File: src/rtl/sine_sched_pkg.sv
// rtl/sine_sched_pkg.sv - shared types, default widths and phase offsets for the sine LUT scheduler
//
// Purpose : FSM state encoding, default parameter widths and the 120/240 degree
//           address offsets, derived from the ROM address width.
// Ports   : none (package)
// Config  : optional phase_sync feature is selected by `SINE_PHASE_SYNC_EN
//           in the modules that import this package.

package sine_sched_pkg;

  localparam int PHASE_W_DEF = 32;
  localparam int ADDR_W_DEF  = 16;
  localparam int DATA_W_DEF  = 8;

  typedef enum logic [1:0] {
    IDLE = 2'd0,
    RD_A = 2'd1,
    RD_B = 2'd2,
    RD_C = 2'd3
  } state_t;

  // One third of the ROM address space, truncated: 0x5555 for a 16-bit address.
  function automatic logic [31:0] ofs_b(input int addr_w);
    logic [63:0] full;
    full = (64'd1 << addr_w) / 64'd3;
    return full[31:0];
  endfunction

  // Two thirds of the address space is exactly twice the truncated third (0xAAAA).
  function automatic logic [31:0] ofs_c(input int addr_w);
    return ofs_b(addr_w) << 1;
  endfunction

endpackage

File: src/rtl/sine_phase_acc.sv
// rtl/sine_phase_acc.sv - DDS phase accumulator with tuning word register and optional phase sync
//
// Purpose : holds tw_active and phase_acc; advances once per accepted tick and
//           presents the channel A ROM address for the round being started.
// Ports   : clk, rst        - clock, synchronous active-high reset
//           phase_sync      - (only with `SINE_PHASE_SYNC_EN) pulse that requests
//                             a restart from phase 0 at the next advance
//           tuning_word     - new phase increment
//           tw_load         - pulse: latch tuning_word into tw_active
//           advance         - pulse: a round is starting, step the accumulator
//           addr_a          - channel A address for the round starting on advance
// Config  : `SINE_PHASE_SYNC_EN adds the phase_sync input and pending flag.

module sine_phase_acc
  import sine_sched_pkg::*;
#(
  parameter int PHASE_W = PHASE_W_DEF,
  parameter int ADDR_W  = ADDR_W_DEF
) (
  input  logic               clk,
  input  logic               rst,
`ifdef SINE_PHASE_SYNC_EN
  input  logic               phase_sync,
`endif
  input  logic [PHASE_W-1:0] tuning_word,
  input  logic               tw_load,
  input  logic               advance,
  output logic [ADDR_W-1:0]  addr_a
);

  logic [PHASE_W-1:0] phase_acc;
  logic [PHASE_W-1:0] tw_active;
  logic               sync_now;

`ifdef SINE_PHASE_SYNC_EN
  logic sync_pend;

  // A sync pulse coincident with the advance takes effect on that same round.
  assign sync_now = sync_pend | phase_sync;

  always_ff @(posedge clk) begin
    if (rst) begin
      sync_pend <= 1'b0;
    end else if (advance) begin
      sync_pend <= 1'b0;
    end else if (phase_sync) begin
      sync_pend <= 1'b1;
    end
  end
`else
  assign sync_now = 1'b0;
`endif

  // The increment applied on an advance always uses the tw_active value held
  // before a coincident tw_load; the new word only affects later rounds.
  always_ff @(posedge clk) begin
    if (rst) begin
      phase_acc <= '0;
      tw_active <= '0;
    end else begin
      if (tw_load) begin
        tw_active <= tuning_word;
      end
      if (advance) begin
        phase_acc <= sync_now ? tw_active : phase_acc + tw_active;
      end
    end
  end

  // The round reads the pre-increment phase (or phase 0 on a sync).
  assign addr_a = sync_now ? '0 : phase_acc[PHASE_W-1 -: ADDR_W];

endmodule

File: src/rtl/sine_lut_scheduler.sv
// rtl/sine_lut_scheduler.sv - three-phase sine sample scheduler over a single async-read ROM port
//
// Purpose : on each accepted sample_tick, reads the sine ROM at the accumulator
//           phase and at +1/3 and +2/3 of the address space, then presents the
//           three samples together with a one-cycle samples_valid pulse.
// Ports   : clk, rst                 - clock, synchronous active-high reset
//           enable                   - gates acceptance of new ticks
//           sample_tick              - pulse: start a read round
//           tuning_word, tw_load     - phase increment and its load strobe
//           phase_sync               - (only with `SINE_PHASE_SYNC_EN) phase restart request
//           rom_addr, rom_data       - ROM address (registered) and same-cycle read data
//           sample_a/b/c             - channel samples, held between rounds
//           samples_valid            - pulse when sample_a/b/c update
//           busy                     - round in progress
//           tick_overrun             - sticky: a tick arrived while busy
// Config  : `SINE_PHASE_SYNC_EN adds the phase_sync input.

module sine_lut_scheduler
  import sine_sched_pkg::*;
#(
  parameter int PHASE_W = PHASE_W_DEF,
  parameter int ADDR_W  = ADDR_W_DEF,
  parameter int DATA_W  = DATA_W_DEF
) (
  input  logic               clk,
  input  logic               rst,
  input  logic               enable,
  input  logic               sample_tick,
  input  logic [PHASE_W-1:0] tuning_word,
  input  logic               tw_load,
`ifdef SINE_PHASE_SYNC_EN
  input  logic               phase_sync,
`endif
  output logic [ADDR_W-1:0]  rom_addr,
  input  logic [DATA_W-1:0]  rom_data,
  output logic [DATA_W-1:0]  sample_a,
  output logic [DATA_W-1:0]  sample_b,
  output logic [DATA_W-1:0]  sample_c,
  output logic               samples_valid,
  output logic               busy,
  output logic               tick_overrun
);

  localparam logic [ADDR_W-1:0] OFS_B = ADDR_W'(ofs_b(ADDR_W));
  localparam logic [ADDR_W-1:0] OFS_C = ADDR_W'(ofs_c(ADDR_W));

  state_t              state;
  logic [ADDR_W-1:0]   addr_a;
  logic [ADDR_W-1:0]   base_addr;
  logic [DATA_W-1:0]   cap_a;
  logic [DATA_W-1:0]   cap_b;
  logic                advance;

  assign advance = (state == IDLE) && sample_tick && enable;

  sine_phase_acc #(
    .PHASE_W (PHASE_W),
    .ADDR_W  (ADDR_W)
  ) u_phase_acc (
    .clk         (clk),
    .rst         (rst),
`ifdef SINE_PHASE_SYNC_EN
    .phase_sync  (phase_sync),
`endif
    .tuning_word (tuning_word),
    .tw_load     (tw_load),
    .advance     (advance),
    .addr_a      (addr_a)
  );

  // base_addr keeps channel A's address for the whole round because the
  // accumulator has already moved on by the time B and C are addressed.
  always_ff @(posedge clk) begin
    if (rst) begin
      state         <= IDLE;
      rom_addr      <= '0;
      base_addr     <= '0;
      cap_a         <= '0;
      cap_b         <= '0;
      sample_a      <= '0;
      sample_b      <= '0;
      sample_c      <= '0;
      samples_valid <= 1'b0;
      busy          <= 1'b0;
      tick_overrun  <= 1'b0;
    end else begin
      samples_valid <= 1'b0;

      // Ticks during a round are dropped regardless of enable.
      if (sample_tick && (state != IDLE)) begin
        tick_overrun <= 1'b1;
      end

      case (state)
        IDLE: begin
          if (advance) begin
            rom_addr  <= addr_a;
            base_addr <= addr_a;
            busy      <= 1'b1;
            state     <= RD_A;
          end
        end
        RD_A: begin
          cap_a    <= rom_data;
          rom_addr <= base_addr + OFS_B;
          state    <= RD_B;
        end
        RD_B: begin
          cap_b    <= rom_data;
          rom_addr <= base_addr + OFS_C;
          state    <= RD_C;
        end
        RD_C: begin
          sample_a      <= cap_a;
          sample_b      <= cap_b;
          sample_c      <= rom_data;
          samples_valid <= 1'b1;
          busy          <= 1'b0;
          state         <= IDLE;
        end
        default: begin
          state <= IDLE;
          busy  <= 1'b0;
        end
      endcase
    end
  end

endmodule

File: config.mk
export PLATFORM = sky130hd
export DESIGN_NAME = sine_lut_scheduler
export DESIGN_NICKNAME = d
export VERILOG_FILES = /design/src/rtl/sine_sched_pkg.sv /design/src/rtl/sine_phase_acc.sv /design/src/rtl/sine_lut_scheduler.sv
export SDC_FILE = /design/constraint.sdc
export NUM_CORES = 1
export LEC_CHECK = 0
export BUFFER_PORTS_ARGS = -buffer_cell sky130_fd_sc_hd__buf_4
export CAP_MARGIN = 20
export CORE_MARGIN = 1
export CORE_UTILIZATION = 50
export CTS_CLUSTER_DIAMETER = 30
export DETAILED_ROUTE_END_ITERATION = 6
export PLACE_DENSITY_LB_ADDON = 0.08
export SYNTH_ARGS = -nofsm -noshare
export SYNTH_HDL_FRONTEND = slang
export SYNTH_SLANG_ARGS = --single-unit
export TNS_END_PERCENT = 5
File: constraint.sdc
create_clock -name clk -period 3.5 [get_ports clk]
set_input_delay 0.525 -clock clk [delete_from_list [all_inputs] [get_ports clk]]
set_output_delay 0.525 -clock clk [all_outputs]
set_load 0.02 [all_outputs]
==> results.tsv, run 1 <==
metric	value	unit
setup_viol	0	
clkSlewWorstSetupHoldPaths	0.07	ns
cts-root-buf	clkbuf_16	
drive_above_1_share	0.145	
initial_core_util	0.516	
drt_iter0_drc	408	
fin_cells	1169	
num-nets-final	1056	
finalHoldViolCount	0	
timing.slew.headroom	0.404	
r2r_slack	0.64	ns
post_cts_buffers	0	
synth-seq-cells	141	
grt.overflow.total	0	
critPathKind	register to register	
fin_tns_setup	0	ns
path_cells	ha_1 > fa_1 > a21o_2 > a311o_2 > a21oi_2 > nor3_1 > o21ai_2 > a21oi_1 > or3_1 > a31o_1	
slowest_stage	a311o_2	
crit_arrival	3.18	ns
status	complete, but fails checks	
yosys.area_share.simple	0.181	
async_reset_ff_frac	0	
grt.busiest_layer	met1	
syn_area	0.00755	sq mm
startpoint_type	register	
totalWireLength	18000	um
synth-main-ff-cell	dfxtp_1	
grt_pass1_vias	6012	
grt_max_degree	59	
reg2reg_to	u_phase_acc.phase_acc[30]$_SDFFE_PP0P_	
cp_max_fo	4	
worstMarginPinSlew	0.894	ns
timing.fmax	0.350	GHz
max-cap-violations	0	
synth_nets	1001	
setup_slack	0.639	ns
clockBufferDepth	2	
met2_usage	0.350	
cts_tree	built	
fin_crit	2.86	ns
ctsHoldBuffers	0	
syn_avg_cell_area	8.24	sq um
synth_compound_area_frac	0.199	
synthXorXnorAreaFrac	0.0383	
multi_input_area	0.00443	sq mm
whs_endpoint	u_phase_acc.tw_active[11]$_SDFFE_PP0P_	
synth_seq_area_share	0.374	
syn2layout_area_growth	17.5	%
cp-end-kind	register	
placed_cells	1137	
port-buffer-count	87	
grt_pass1_wl	30500	um
antenna_found_initial	0	
clock_skew	0.0105	ns
layout_common_cells	dfxtp_1 (141), nand2_1 (119), nor2_1 (111)	
synth_edf_count	0	
rows	44	
remaining_drc_errors	11	
placed_area	0.00828	sq mm
cts-resized-gates	0	
synth_top_family_by_area	compound AO/OA/AOI/OAI gates	
hp-class	primary input to register	
final_common_cell	dfxtp_1	
hold_start	tuning_word[11]	
drtAntennaViolNets	0	
timing.rr.start	u_phase_acc.tw_active[0]$_SDFFE_PP0P_	
path_buf_inv	0	
place_ws	0.654	ns
core-area	0.0146	sq mm
worst-r2r-cell-count	10	
die_w	125	um
num_vias	6544	
clock_sink_count	141	
violations	DRC	
regArea	0.00282	sq mm
required	3.82	ns
synthAdderAreaFrac	0.0656	
die_h	125	um
fin_crit_sh	0.817	
place_congestion	0.901	
cts.htree.levels	4	
vias_per_cell	5.60	
numCtsBuffers	17	
dr.pass1.iters	7	
yosysWarnings	0	
cpPeakStageDelay	0.43	ns
synth.distinct_cells	66	
grt_use_met1	0.358	
antenna_cells	0	
ir_drop	0.338	mV
cp_top_family	compound AO/OA/AOI/OAI gates	
synthCells	917	
rsz0062_at_grt	false	
p_leak	3.79	nW
postLayoutCellArea	0.00887	sq mm
final.fill_count	1328	
grt_use_total	0.240	
slew_violations	0	
num_io_pins	88	
synth_mux_area_frac	0.102	
power	5.26	mW
use_met3	0.0528	
dp_hpwl	12400	um
hold_depth	3	
p_per_area	593	mW/mm^2
fp.dieArea	0.0156	sq mm
post_drt_wl_per_cell	15.4	um
clock_latency	0.43	ns
metal layers:
layer / share of wire / up-vias
met2: 0.42 / 141
li1: - / 3358
met4: 0.0056 / 0
met3: 0.045 / 9
met1: 0.53 / 3036
met5: 0 / -
tightest hold or removal path: stages:
cell,delay [ns]
buf_4,0.07
mux2i_1,0.05
nor2_1,0.07
cell type report:
cell class / count / area share
clock buffers: 17 / 0.0479
flip-flops and latches: 141 / 0.318
clock inverters: 15 / 0.0185
repair buffers: 96 / 0.0812
well taps: 184 / 0.0259
inverters: 21 / 0.00888
multi-input cells: 695 / 0.499
stage by stage:
step | hold WS [ns] | utilization
detailed placement | 0.447 | 0.566
CTS | 0.315 | 0.606
global route | 0.332 | 0.606
floorplan | 0.436 | -
global placement | 0.443 | 0.566
finish | 0.325 | 0.606
how the worst max path moves through the flow:
| stage | endpoint | start | cells past startpoint |
|---|---|---|---|
| 2_1_floorplan | u_phase_acc.phase_acc[30]$_SDFFE_PP0P_ | u_phase_acc.tw_active[0]$_SDFFE_PP0P_ | 10 |
| 3_3_place_gp | u_phase_acc.phase_acc[30]$_SDFFE_PP0P_ | u_phase_acc.tw_active[0]$_SDFFE_PP0P_ | 10 |
| 3_5_place_dp | u_phase_acc.phase_acc[30]$_SDFFE_PP0P_ | u_phase_acc.tw_active[0]$_SDFFE_PP0P_ | 10 |
| 4_1_cts | u_phase_acc.phase_acc[30]$_SDFFE_PP0P_ | u_phase_acc.tw_active[0]$_SDFFE_PP0P_ | 10 |
| 5_1_grt | u_phase_acc.phase_acc[30]$_SDFFE_PP0P_ | u_phase_acc.tw_active[0]$_SDFFE_PP0P_ | 10 |
| 6_report | u_phase_acc.phase_acc[30]$_SDFFE_PP0P_ | u_phase_acc.tw_active[0]$_SDFFE_PP0P_ | 10 |
synthesized netlist by cell type (all sizes together) (5+ instances only):
| master | n | area [sq um] |
|---|---|---|
| xor2 | 10 | 87.6 |
| nor2 | 111 | 417 |
| nor3 | 17 | 85.1 |
| a211oi | 9 | 67.6 |
| xnor2 | 23 | 201 |
| o211ai | 9 | 72.6 |
| a21oi | 92 | 468 |
| o21bai | 5 | 37.5 |
| a31oi | 8 | 50.1 |
| buf | 11 | 42.5 |
| nand2 | 119 | 447 |
| inv | 18 | 67.6 |
| o21ai | 33 | 169 |
| ha | 38 | 475 |
| clkbuf | 49 | 184 |
| nand3 | 18 | 95.1 |
| mux2i | 77 | 771 |
| and3 | 12 | 75.1 |
| a21o | 24 | 181 |
| nand4 | 8 | 50.1 |
| o21a | 5 | 37.5 |
| dfxtp | 141 | 2820 |
| a221oi | 6 | 52.6 |
| nor2b | 7 | 43.8 |
| or3 | 6 | 42.5 |
state kept, by name, summed over array words and instances (netlist names), 8 cells and up:
register and cells:
u_phase_acc.tw_active 32, sample_b 8, rom_addr 16, cap_a 8
base_addr 16, u_phase_acc.phase_acc 32, sample_c 8, sample_a 8
cap_b 8
kinds of logic after synthesis:
| logic type | Yosys count |
|---|---|
| AO/OA/AOI/OAI | 232 |
| XOR/XNOR | 33 |
| adder cells (fa/ha/maj) | 39 |
| buffers and inverters | 81 |
| flip-flops | 141 |
| multiplexers | 77 |
| AND/OR/NAND/NOR | 314 |
power by group:
part	switching (mW)	internal (mW)
Combinational	0.983	0.587
Clock	0.740	1.06
Sequential	0.115	1.78
Total	1.84	3.42
No activity file was read; power rests on OpenSTA's default activity.
==> inputs of run 2 (changes only) <==
==> constraint.sdc (replaced) <==
create_clock -name clk -period 2.9 [get_ports clk]
set_input_delay 0.435 -clock clk [delete_from_list [all_inputs] [get_ports clk]]
set_output_delay 0.435 -clock clk [all_outputs]
set_load 0.02 [all_outputs]
==> results.tsv, run 2 (synthesis results as in run 1) <==
metric	value	unit	change
status	complete, but fails checks		
violations	DRC		
syn2layout_area_growth	18.8	%	
setup_viol	0		unchanged
cts_tree	built		
grt_max_degree	59		unchanged
rows	44		unchanged
p_per_area	716	mW/mm^2	+21%
ir_drop	0.536	mV	+58%
num-nets-final	1065		+0.85%
num_io_pins	88		unchanged
startpoint_type	register		
post_cts_buffers	0		unchanged
utilization	0.613		+0.00675
clock_latency	0.42	ns	about the same
die_h	125	um	unchanged
crit_arrival	3.08	ns	-0.10 ns
numCtsBuffers	17		unchanged
ctsHoldBuffers	0		unchanged
whs	0.246	ns	-0.0788 ns
slew_violations	0		unchanged
totalWireLength	18400	um	+2.1%
clkSlewWorstSetupHoldPaths	0.06	ns	about the same
cp-end-kind	register		
p_leak	3.83	nW	+1.2%
finalHoldViolCount	0		unchanged
port-buffer-count	87		unchanged
cp_top_family	compound AO/OA/AOI/OAI gates		
fp.dieArea	0.0156	sq mm	unchanged
vias_per_cell	5.64		+0.69%
placed_cells	1146		+0.79%
worstMarginPinSlew	0.747	ns	-0.147 ns
cp_max_fo	3		-1
clock_sink_count	141		unchanged
max-cap-violations	0		unchanged
antenna_cells	0		unchanged
clockBufferDepth	2		unchanged
clock_skew	0.00773	ns	-0.00281 ns
layout_common_cells	dfxtp_1 (141), nand2_1 (119), nor2_1 (111)		
critPathKind	register to register		
grt_pass1_wl	30800	um	+0.95%
core-area	0.0146	sq mm	unchanged
grt_use_total	0.244		+0.00380
fin_crit_sh	0.953		+0.136
grt.overflow.total	0		unchanged
slowest_stage	fa_2		
path_buf_inv	0		unchanged
drtAntennaViolNets	0		unchanged
path_cells	ha_1 > fa_2 > a21o_2 > a311o_2 > a21oi_2 > nor3_2 > o21ai_2 > a21oi_1 > or3_1 > a31o_1		
initial_core_util	0.516		unchanged
die_w	125	um	unchanged
drive_above_1_share	0.155		+0.00975
rsz0062_at_grt	true		
timing.fmax	0.362	GHz	+3.5%
fin_crit	2.76	ns	-0.0961 ns
grt_pass1_vias	6137		+2.1%
antenna_found_initial	0		unchanged
dp_hpwl	12800	um	+2.9%
hp-class	primary input to register		
dr.pass1.iters	7		unchanged
required	3.21	ns	-0.61 ns
num_vias	6640		+1.5%
fin_cells	1178		+0.77%
post_drt_wl_per_cell	15.6	um	+1.3%
cts.htree.levels	4		unchanged
remaining_drc_errors	10		-1
place_congestion	0.865		-4.0%
timing.slew.headroom	0.502		+0.0976
cts-resized-gates	0		unchanged
reg.largest.list	u_phase_acc.phase_acc: 32 flops, u_phase_acc.tw_active: 32 flops		
drt_iter0_drc	557		+37%
final_common_cell	dfxtp_1		
cts-root-buf	clkbuf_16		
cpPeakStageDelay	0.36	ns	-0.07 ns
==> run 2: cell count changes in the layout (fill, tap and decap cells not counted) <==
cell        previous run  this run
clkinvlp_4             4         5
clkbuf_8               0         1
nor3_1                17        16
clkinv_2               2         0
buf_4                 96       104
nor3_2                 0         1
fa_1                   1         0
fa_2                   0         1
buf_12                 0         1
==> run 2: final cells by class <==
type | count | area (sq um)
clock buffer | 18 | 439
clock inverter | 14 | 161
fill | 1347 | 5670
inverter | 21 | 78.8
multi-input combinational | 695 | 4440
sequential | 141 | 2820
tap | 184 | 230
timing repair buffer | 105 | 801
==> run 2: worst paths after layout <==
kind,startpoint,depth (start not counted),slack (ns),to
setup reg to reg,u_phase_acc.tw_active[0]$_SDFFE_PP0P_,10,0.14,u_phase_acc.phase_acc[30]$_SDFFE_PP0P_
setup / recovery,u_phase_acc.tw_active[0]$_SDFFE_PP0P_,10,0.14,u_phase_acc.phase_acc[30]$_SDFFE_PP0P_
hold / removal,tuning_word[13],3,0.25,u_phase_acc.tw_active[13]$_SDFFE_PP0P_
hold reg to reg,rom_addr[9]$_SDFFE_PP0P_,2,0.45,rom_addr[9]$_SDFFE_PP0P_
==> run 2: layer usage <==
layer	vias up	share of wire	track usage
li1	3393	-	-
met1	3082	0.52	0.357
met2	153	0.42	0.362
met3	12	0.052	0.0550
met4	0	0.0067	0.0574
met5	-	0	0
==> run 2: tightest hold or removal path, cell delays in order <==
cell and delay, ns:
buf_4 0.07, mux2i_1 0.05, nor2_1 0.07
==> run 2: metrics by stage <==
| step | TNS [ns] | setup slack, ns | total power [mW] | instance area, sq um |
|---|---|---|---|---|
| 6_report | 0 | 0.135 | 6.43 | 8970 |
| 2_1_floorplan | 0 | 0.259 | 3.62 | 7550 |
| 5_1_grt | -0.0254 | -0.0254 | 6.77 | 8970 |
| 3_5_place_dp | 0 | 0.0778 | 4.26 | 8360 |
| 3_3_place_gp | 0 | 0.138 | 4.25 | 8360 |
| 4_1_cts | 0 | 0.0587 | 6.46 | 8960 |
==> run 2: power breakdown <==
| group | total (mW) | internal (mW) | switching, mW | leakage (nW) |
|---|---|---|---|---|
| clock | 2.19 | 1.30 | 0.888 | 0.277 |
| sequential | 2.28 | 2.15 | 0.137 | 1.15 |
| combinational | 1.95 | 0.741 | 1.21 | 2.41 |
| total | 6.43 | 4.19 | 2.24 | 3.83 |
